## src/rtl/print_pkg.sv

```systemverilog
// Shared types and constants for the print formatter: FSM states, ASCII codes,
// decimal power table and the compare-chain digit extractor.
package print_pkg;

  typedef enum logic [1:0] {IDLE, DIGIT, NL, SIGN} state_t;

  localparam logic [7:0] ASCII_ZERO  = 8'h30;
  localparam logic [7:0] ASCII_NL    = 8'h0A;
  localparam logic [7:0] ASCII_MINUS = 8'h2D;

  localparam int NUM_DIGITS = 5;
  localparam int unsigned POW10 [NUM_DIGITS] = '{10000, 1000, 100, 10, 1};

  function automatic logic [15:0] pow10(input logic [2:0] i);
    case (i)
      3'd0:    return 16'(POW10[0]);
      3'd1:    return 16'(POW10[1]);
      3'd2:    return 16'(POW10[2]);
      3'd3:    return 16'(POW10[3]);
      default: return 16'(POW10[4]);
    endcase
  endfunction

  // floor(v/pow) for a quotient known to be 0..9; compare chain, no divider.
  function automatic logic [3:0] digit_of(input logic [15:0] v, input logic [15:0] pow);
    logic [3:0] d;
    d = '0;
    for (int k = 1; k <= 9; k++)
      if ({4'd0, v} >= 20'(k) * {4'd0, pow}) d = 4'(k);
    return d;
  endfunction

endpackage

```

## src/rtl/print_formatter_if.sv

```systemverilog
// Print value input, character stream output and finish/done status of the formatter.
interface print_formatter_if;
  logic        in_valid;
  logic [15:0] in_data;
  logic        in_full;
  logic        overflow;
  logic        finish_in;
  logic        out_valid;
  logic [7:0]  out_data;
  logic        out_ready;
  logic        done;

  modport master (output in_valid, in_data, finish_in, out_ready,
                  input  in_full, overflow, out_valid, out_data, done);
  modport slave  (input  in_valid, in_data, finish_in, out_ready,
                  output in_full, overflow, out_valid, out_data, done);
endinterface

```

## src/rtl/print_fifo.sv

```systemverilog
// DEPTH x WIDTH circular buffer; push is dropped when full, pop ignored when empty.
module print_fifo #(
  parameter  int DEPTH = 4,
  parameter  int WIDTH = 16,
  localparam int AW    = $clog2(DEPTH)
) (
  input  logic             clk,
  input  logic             rst,
  input  logic             push,
  input  logic [WIDTH-1:0] wdata,
  input  logic             pop,
  output logic [WIDTH-1:0] rdata,
  output logic [AW:0]      count,
  output logic             full,
  output logic             empty
);

  logic [WIDTH-1:0] mem [DEPTH];
  logic [AW-1:0]    wptr, rptr;
  logic             do_push, do_pop;

  // Fullness is judged on the cycle-start count, so a same-cycle pop never frees a slot.
  assign full    = (count == (AW+1)'(DEPTH));
  assign empty   = (count == '0);
  assign do_push = push & ~full;
  assign do_pop  = pop & ~empty;
  assign rdata   = mem[rptr];

  always_ff @(posedge clk) begin
    if (do_push) mem[wptr] <= wdata;
  end

  always_ff @(posedge clk) begin
    if (rst) begin
      wptr  <= '0;
      rptr  <= '0;
      count <= '0;
    end else begin
      if (do_push) wptr <= wptr + AW'(1);
      if (do_pop)  rptr <= rptr + AW'(1);
      case ({do_push, do_pop})
        2'b10:   count <= count + (AW+1)'(1);
        2'b01:   count <= count - (AW+1)'(1);
        default: count <= count;
      endcase
    end
  end

endmodule

```

## src/rtl/print_formatter.sv

```systemverilog
// Queues print values and streams each as ASCII decimal plus newline.
// Define PRINT_SIGNED_EN to treat values as two's complement with a leading '-'.
module print_formatter
  import print_pkg::*;
#(
  parameter int DEPTH = 4,
  parameter int WIDTH = 16
) (
  input logic               clk,
  input logic               rst,
  print_formatter_if.slave  bus
);

  localparam int AW = $clog2(DEPTH);

  state_t           state, state_nxt;
  logic [15:0]      val, val_nxt;
  logic [2:0]       idx, idx_nxt;
  logic             started, started_nxt;
  logic             finish_seen, overflow_q, done_q;
  logic             pop, full, empty;
  logic [AW:0]      count;
  logic [WIDTH-1:0] head;
  logic [15:0]      pow;
  logic [3:0]       d;
  logic             emit;
  logic             out_valid;
  logic [7:0]       out_data;

  print_fifo #(.DEPTH(DEPTH), .WIDTH(WIDTH)) u_fifo (
    .clk   (clk),
    .rst   (rst),
    .push  (bus.in_valid),
    .wdata (bus.in_data),
    .pop   (pop),
    .rdata (head),
    .count (count),
    .full  (full),
    .empty (empty)
  );

  assign pow  = pow10(idx);
  assign d    = digit_of(val, pow);
  // Leading zeros are suppressed; the units position always prints so 0 gives "0".
  assign emit = (d != 4'd0) | started | (idx == 3'd4);

  always_comb begin
    state_nxt   = state;
    val_nxt     = val;
    idx_nxt     = idx;
    started_nxt = started;
    pop         = 1'b0;
    out_valid   = 1'b0;
    out_data    = 8'h00;
    case (state)
      IDLE: begin
        if (!empty) begin
          pop         = 1'b1;
          idx_nxt     = 3'd0;
          started_nxt = 1'b0;
`ifdef PRINT_SIGNED_EN
          if (head[15]) begin
            val_nxt   = (~head) + 16'd1;
            state_nxt = SIGN;
          end else begin
            val_nxt   = head;
            state_nxt = DIGIT;
          end
`else
          val_nxt   = head;
          state_nxt = DIGIT;
`endif
        end
      end
      SIGN: begin
        out_valid = 1'b1;
        out_data  = ASCII_MINUS;
        if (bus.out_ready) state_nxt = DIGIT;
      end
      DIGIT: begin
        if (emit) begin
          out_valid = 1'b1;
          out_data  = ASCII_ZERO + {4'd0, d};
          if (bus.out_ready) begin
            val_nxt     = val - ({12'd0, d} * pow);
            started_nxt = 1'b1;
            if (idx == 3'd4) state_nxt = NL;
            else             idx_nxt   = idx + 3'd1;
          end
        end else begin
          idx_nxt = idx + 3'd1;
        end
      end
      NL: begin
        out_valid = 1'b1;
        out_data  = ASCII_NL;
        if (bus.out_ready) state_nxt = IDLE;
      end
      default: state_nxt = IDLE;
    endcase
  end

  always_ff @(posedge clk) begin
    if (rst) state <= IDLE;
    else     state <= state_nxt;
  end

  always_ff @(posedge clk) begin
    if (rst) begin
      val         <= '0;
      idx         <= '0;
      started     <= 1'b0;
      finish_seen <= 1'b0;
      overflow_q  <= 1'b0;
      done_q      <= 1'b0;
    end else begin
      val         <= val_nxt;
      idx         <= idx_nxt;
      started     <= started_nxt;
      finish_seen <= finish_seen | bus.finish_in;
      if (bus.in_valid && full) overflow_q <= 1'b1;
      done_q      <= finish_seen && (count == '0) && (state == IDLE);
    end
  end

  assign bus.in_full   = full;
  assign bus.overflow  = overflow_q;
  assign bus.out_valid = out_valid;
  assign bus.out_data  = out_data;
  assign bus.done      = done_q;

endmodule

```

## src/flat_wrapper.sv

```systemverilog
// flat-port wrapper written by rule: the top's interface ports become plain ports
module print_formatter_flat import print_pkg::*;
#(
  parameter int DEPTH = 4,
  parameter int WIDTH = 16
)
  (clk, rst, bus_in_valid, bus_in_data, bus_finish_in, bus_out_ready, bus_in_full, bus_overflow, bus_out_valid, bus_out_data, bus_done);
  print_formatter_if bus_i ();
  input logic clk;
  input logic rst;
  input wire logic [$bits(bus_i.in_valid)-1:0] bus_in_valid;
  input wire logic [$bits(bus_i.in_data)-1:0] bus_in_data;
  input wire logic [$bits(bus_i.finish_in)-1:0] bus_finish_in;
  input wire logic [$bits(bus_i.out_ready)-1:0] bus_out_ready;
  output wire logic [$bits(bus_i.in_full)-1:0] bus_in_full;
  output wire logic [$bits(bus_i.overflow)-1:0] bus_overflow;
  output wire logic [$bits(bus_i.out_valid)-1:0] bus_out_valid;
  output wire logic [$bits(bus_i.out_data)-1:0] bus_out_data;
  output wire logic [$bits(bus_i.done)-1:0] bus_done;
  assign bus_i.in_valid = bus_in_valid;
  assign bus_i.in_data = bus_in_data;
  assign bus_i.finish_in = bus_finish_in;
  assign bus_i.out_ready = bus_out_ready;
  assign bus_in_full = bus_i.in_full;
  assign bus_overflow = bus_i.overflow;
  assign bus_out_valid = bus_i.out_valid;
  assign bus_out_data = bus_i.out_data;
  assign bus_done = bus_i.done;
  print_formatter #(.DEPTH(DEPTH), .WIDTH(WIDTH)) u_core (.clk(clk), .rst(rst), .bus(bus_i));
endmodule
```

## config.mk

```make
export PLATFORM = sky130hd
export DESIGN_NAME = print_formatter_flat
export DESIGN_NICKNAME = d
export VERILOG_FILES = /design/src/rtl/print_pkg.sv /design/src/rtl/print_formatter_if.sv /design/src/rtl/print_fifo.sv /design/src/rtl/print_formatter.sv /design/src/flat_wrapper.sv
export SDC_FILE = /design/constraint.sdc
export NUM_CORES = 1
export LEC_CHECK = 0
export ABC_AREA = 1
export BUFFER_PORTS_ARGS = -buffer_cell sky130_fd_sc_hd__clkbuf_2
export CELL_PAD_IN_SITES_DETAIL_PLACEMENT = 1
export CELL_PAD_IN_SITES_GLOBAL_PLACEMENT = 1
export CORE_MARGIN = 2
export CORE_UTILIZATION = 52
export CTS_CLUSTER_DIAMETER = 80
export CTS_CLUSTER_SIZE = 40
export DETAILED_ROUTE_END_ITERATION = 7
export PLACE_DENSITY_LB_ADDON = 0.25
export SYNTH_ARGS = -nofsm -noshare
export SYNTH_HDL_FRONTEND = slang
export SYNTH_SLANG_ARGS = --single-unit
```

## constraint.sdc

```tcl
create_clock -name clk -period 22 [get_ports clk]
set_input_delay 2.2 -clock clk [delete_from_list [all_inputs] [get_ports clk]]
set_output_delay 2.2 -clock clk [all_outputs]
set_load 0.05 [all_outputs]
```

==> flow_summary_export.csv <==
group,metric,value,unit
routing,ant_nets,0,
sta,whs,449,ps
place,pre_cts_ws,12520,ps
final_layout,diodes,0,
sta,fin_crit_sh,43.8,%
logic_synthesis,synthDistinctLibCells,53,
setup_path,crit_fanout,19,
final_layout,nets,1563,
logic_synthesis,syn_area,10100,um2
final_layout,fin_util,56.3,%
sta,slew_headroom,27.0,%
global_routing,track_usage,31.3,%
setup_path,path_delay_family,"simple AND/OR/NAND/NOR gates",
routing,vias,9102,
clock_network,root_buffer,"clkbuf_16",
global_routing,grt_pass1_vias,9525,
clock_network,clkTransAtPathRegs,90,ps
sta,min_period,9640,ps
floorplan,io_pins,33,
final_layout,area_growth,7.01,%
floorplan,core_area,19300,um2
setup_path,cp.arrival,9900,ps
routing,via_per_inst,5.66,
logic_synthesis,netlist_top_cells_count,"nand2_1 (252), inv_1 (197), ha_1 (164)",
global_routing,grt_max_degree,34,
logic_synthesis,yosys-top-cells-area,"ha_1 (20%), edfxtp_1 (19%), nand2_1 (9.3%)",
setup_path,critPathKind,"reg2reg",
run,drv_cap,0,
sta,rsz0062_at_grt,"false",
logic_synthesis,synth_top_area_cell,"ha_1",
logic_synthesis,synth.avg_cell_area,7.72,um2
floorplan,rows,51,
sta,finalSetupTns,0,ps
logic_synthesis,synth.most_common_cell,"nand2_1",
clock_network,cts_resized,0,
setup_path,start_kind,"flop",
logic_synthesis,synth_edf_count,64,
setup_path,cpPeakStageDelay,870,ps
run_status,status,"finished clean",
sta,max_freq,104,MHz
routing,remaining_drc_errors,0,
logic_synthesis,ys_seq_elements,98,
logic_synthesis,yosys_warnings,0,
routing,first_pass_iters,5,
setup_path,crit_slowest_cell,"dfxtp_1",
floorplan,fp.dieArea,20600,um2
floorplan,initial_core_util,52.6,%
routing,post_drt_wl_per_cell,19.3,um
logic_synthesis,ys_seq_area_share,25.7,%
sta,fin_skew,18.7,ps
place,port-buffer-count,30,
sta,worst_pin_slew,1090,ps
routing,drtIter0Drc,469,
setup_path,crit_required,22260,ps
clock_network,cts_tree,"yes",
clock_network,clock_latency,360,ps
sta,fin_ws,12360,ps
clock_network,hold_buffers,0,
logic_synthesis,syn_inst,1313,
place,gp_congestion,0.920,
place,hpwl,24.0,mm
global_routing,antenna_found_initial,0,
floorplan,die_w,144,um
clock_network,cts_num_sinks,98,
setup_path,critPathBufInv,6,
clock_network,ctsHtreeMaxLevel,3,
logic_synthesis,synth-main-ff-cell,"edfxtp_1",
final_layout,layout-drive-gt1-share,7.07,%
floorplan,die_h,144,um
clock_network,clock_path_buffers,2,
clock_network,numCtsBuffers,9,
logic_synthesis,synth_top_area_share,20.2,%
logic_synthesis,async_reset_ff_share,0,%
setup_path,endpoint_kind,"flop",
sta,drv_slew,0,
routing,drt_wl_total,31.1,mm
global_routing,grt_pass1_wl,49.3,mm
sta,finalSetupViolations,0,
worst_hold_path,hp-class,"reg2reg",
clock_network,post_cts_buffers,0,
global_routing,grt_overflow,0,
sta,hold_violations,0,
## flip-flops by register name (all words and copies together), names as in the netlist, named ones only
name / flops
u_core.u_fifo.rptr: 2
u_core.finish_seen: 1
u_core.val: 16
u_core.state: 2
u_core.idx: 3
u_core.bus.done: 1
u_core.started: 1
u_core.u_fifo.wptr: 2
u_core.u_fifo.count: 3
u_core.u_fifo.mem: 64
u_core.bus.overflow: 1
## layout by cell type, fill, tap and decap left out, drive strengths merged, types with 4 or more instances in the layout
cell type	count
a21oi	108
buf	7
nand4	21
clkbuf	40
inv	208
xnor2	8
a21o	7
nand3b	11
nand2	257
conb	5
ha	164
edfxtp	64
nand3	45
o22ai	8
xor2	21
o221ai	4
or2	6
fa	40
nor2	169
nor3	9
o21a	5
o21ai	76
dfxtp	34
## path summary, 6_finish.rpt
| check | startpoint | endpoint | slack [ps] | depth (start not counted) |
|---|---|---|---|---|
| hold reg to reg | u_core.bus.overflow | u_core.bus.overflow | 450 | 2 |
| setup / recovery | u_core.idx[2] | u_core.val[14] | 12360 | 36 |
| hold / removal | u_core.bus.overflow | u_core.bus.overflow | 450 | 2 |
| setup reg to reg | u_core.idx[2] | u_core.val[14] | 12360 | 36 |
## per-layer routing
layer	up-vias	part of all wire [%]	track usage [%]
li1	4380	-	-
met1	4419	42	37.5
met4	0	4.2	13.1
met3	76	4.0	4.20
met2	227	50	56.3
met5	-	0	0
## final cells by class
class                           instances  area, um2
Clock buffer                           10        239
Timing Repair Buffer                   37        203
Clock inverter                          6       55.1
Multi-Input combinational cell        988       6660
Tap cell                              265        332
Sequential cell                        98       2600
Fill cell                            2474       8420
Inverter                              204        766
## worst min-delay path, cell delays in order, from the launching register on
cell,delay [ps]
dfxtp_1,310
inv_1,50
a21oi_1,50
## cells by family (layout without fill, tap and decap cells)
| group | count (synthesis) | after routing | synth area share (%) |
|---|---|---|---|
| xor+xnor | 29 | 29 | 2.50 |
| fa+ha+maj | 204 | 204 | 28.1 |
| flops | 98 | 98 | 25.7 |
| buf+inv | 230 | 257 | 8.89 |
| simple gates | 523 | 523 | 22.4 |
| other cells | 2 | 5 | 0.0740 |
| compound gates | 227 | 227 | 12.4 |
## through the flow
step,std cells,instance area [um2]
after floorplan,1316,10200
after detailed placement,1592,10600
after global placement,1592,10600
after CTS,1608,10900
after global routing,1608,10900
final,1608,10900
Power is left out: the tool's default activity adds up to more than one toggle a clock period on the data nets, which glitch-free logic cannot reach.
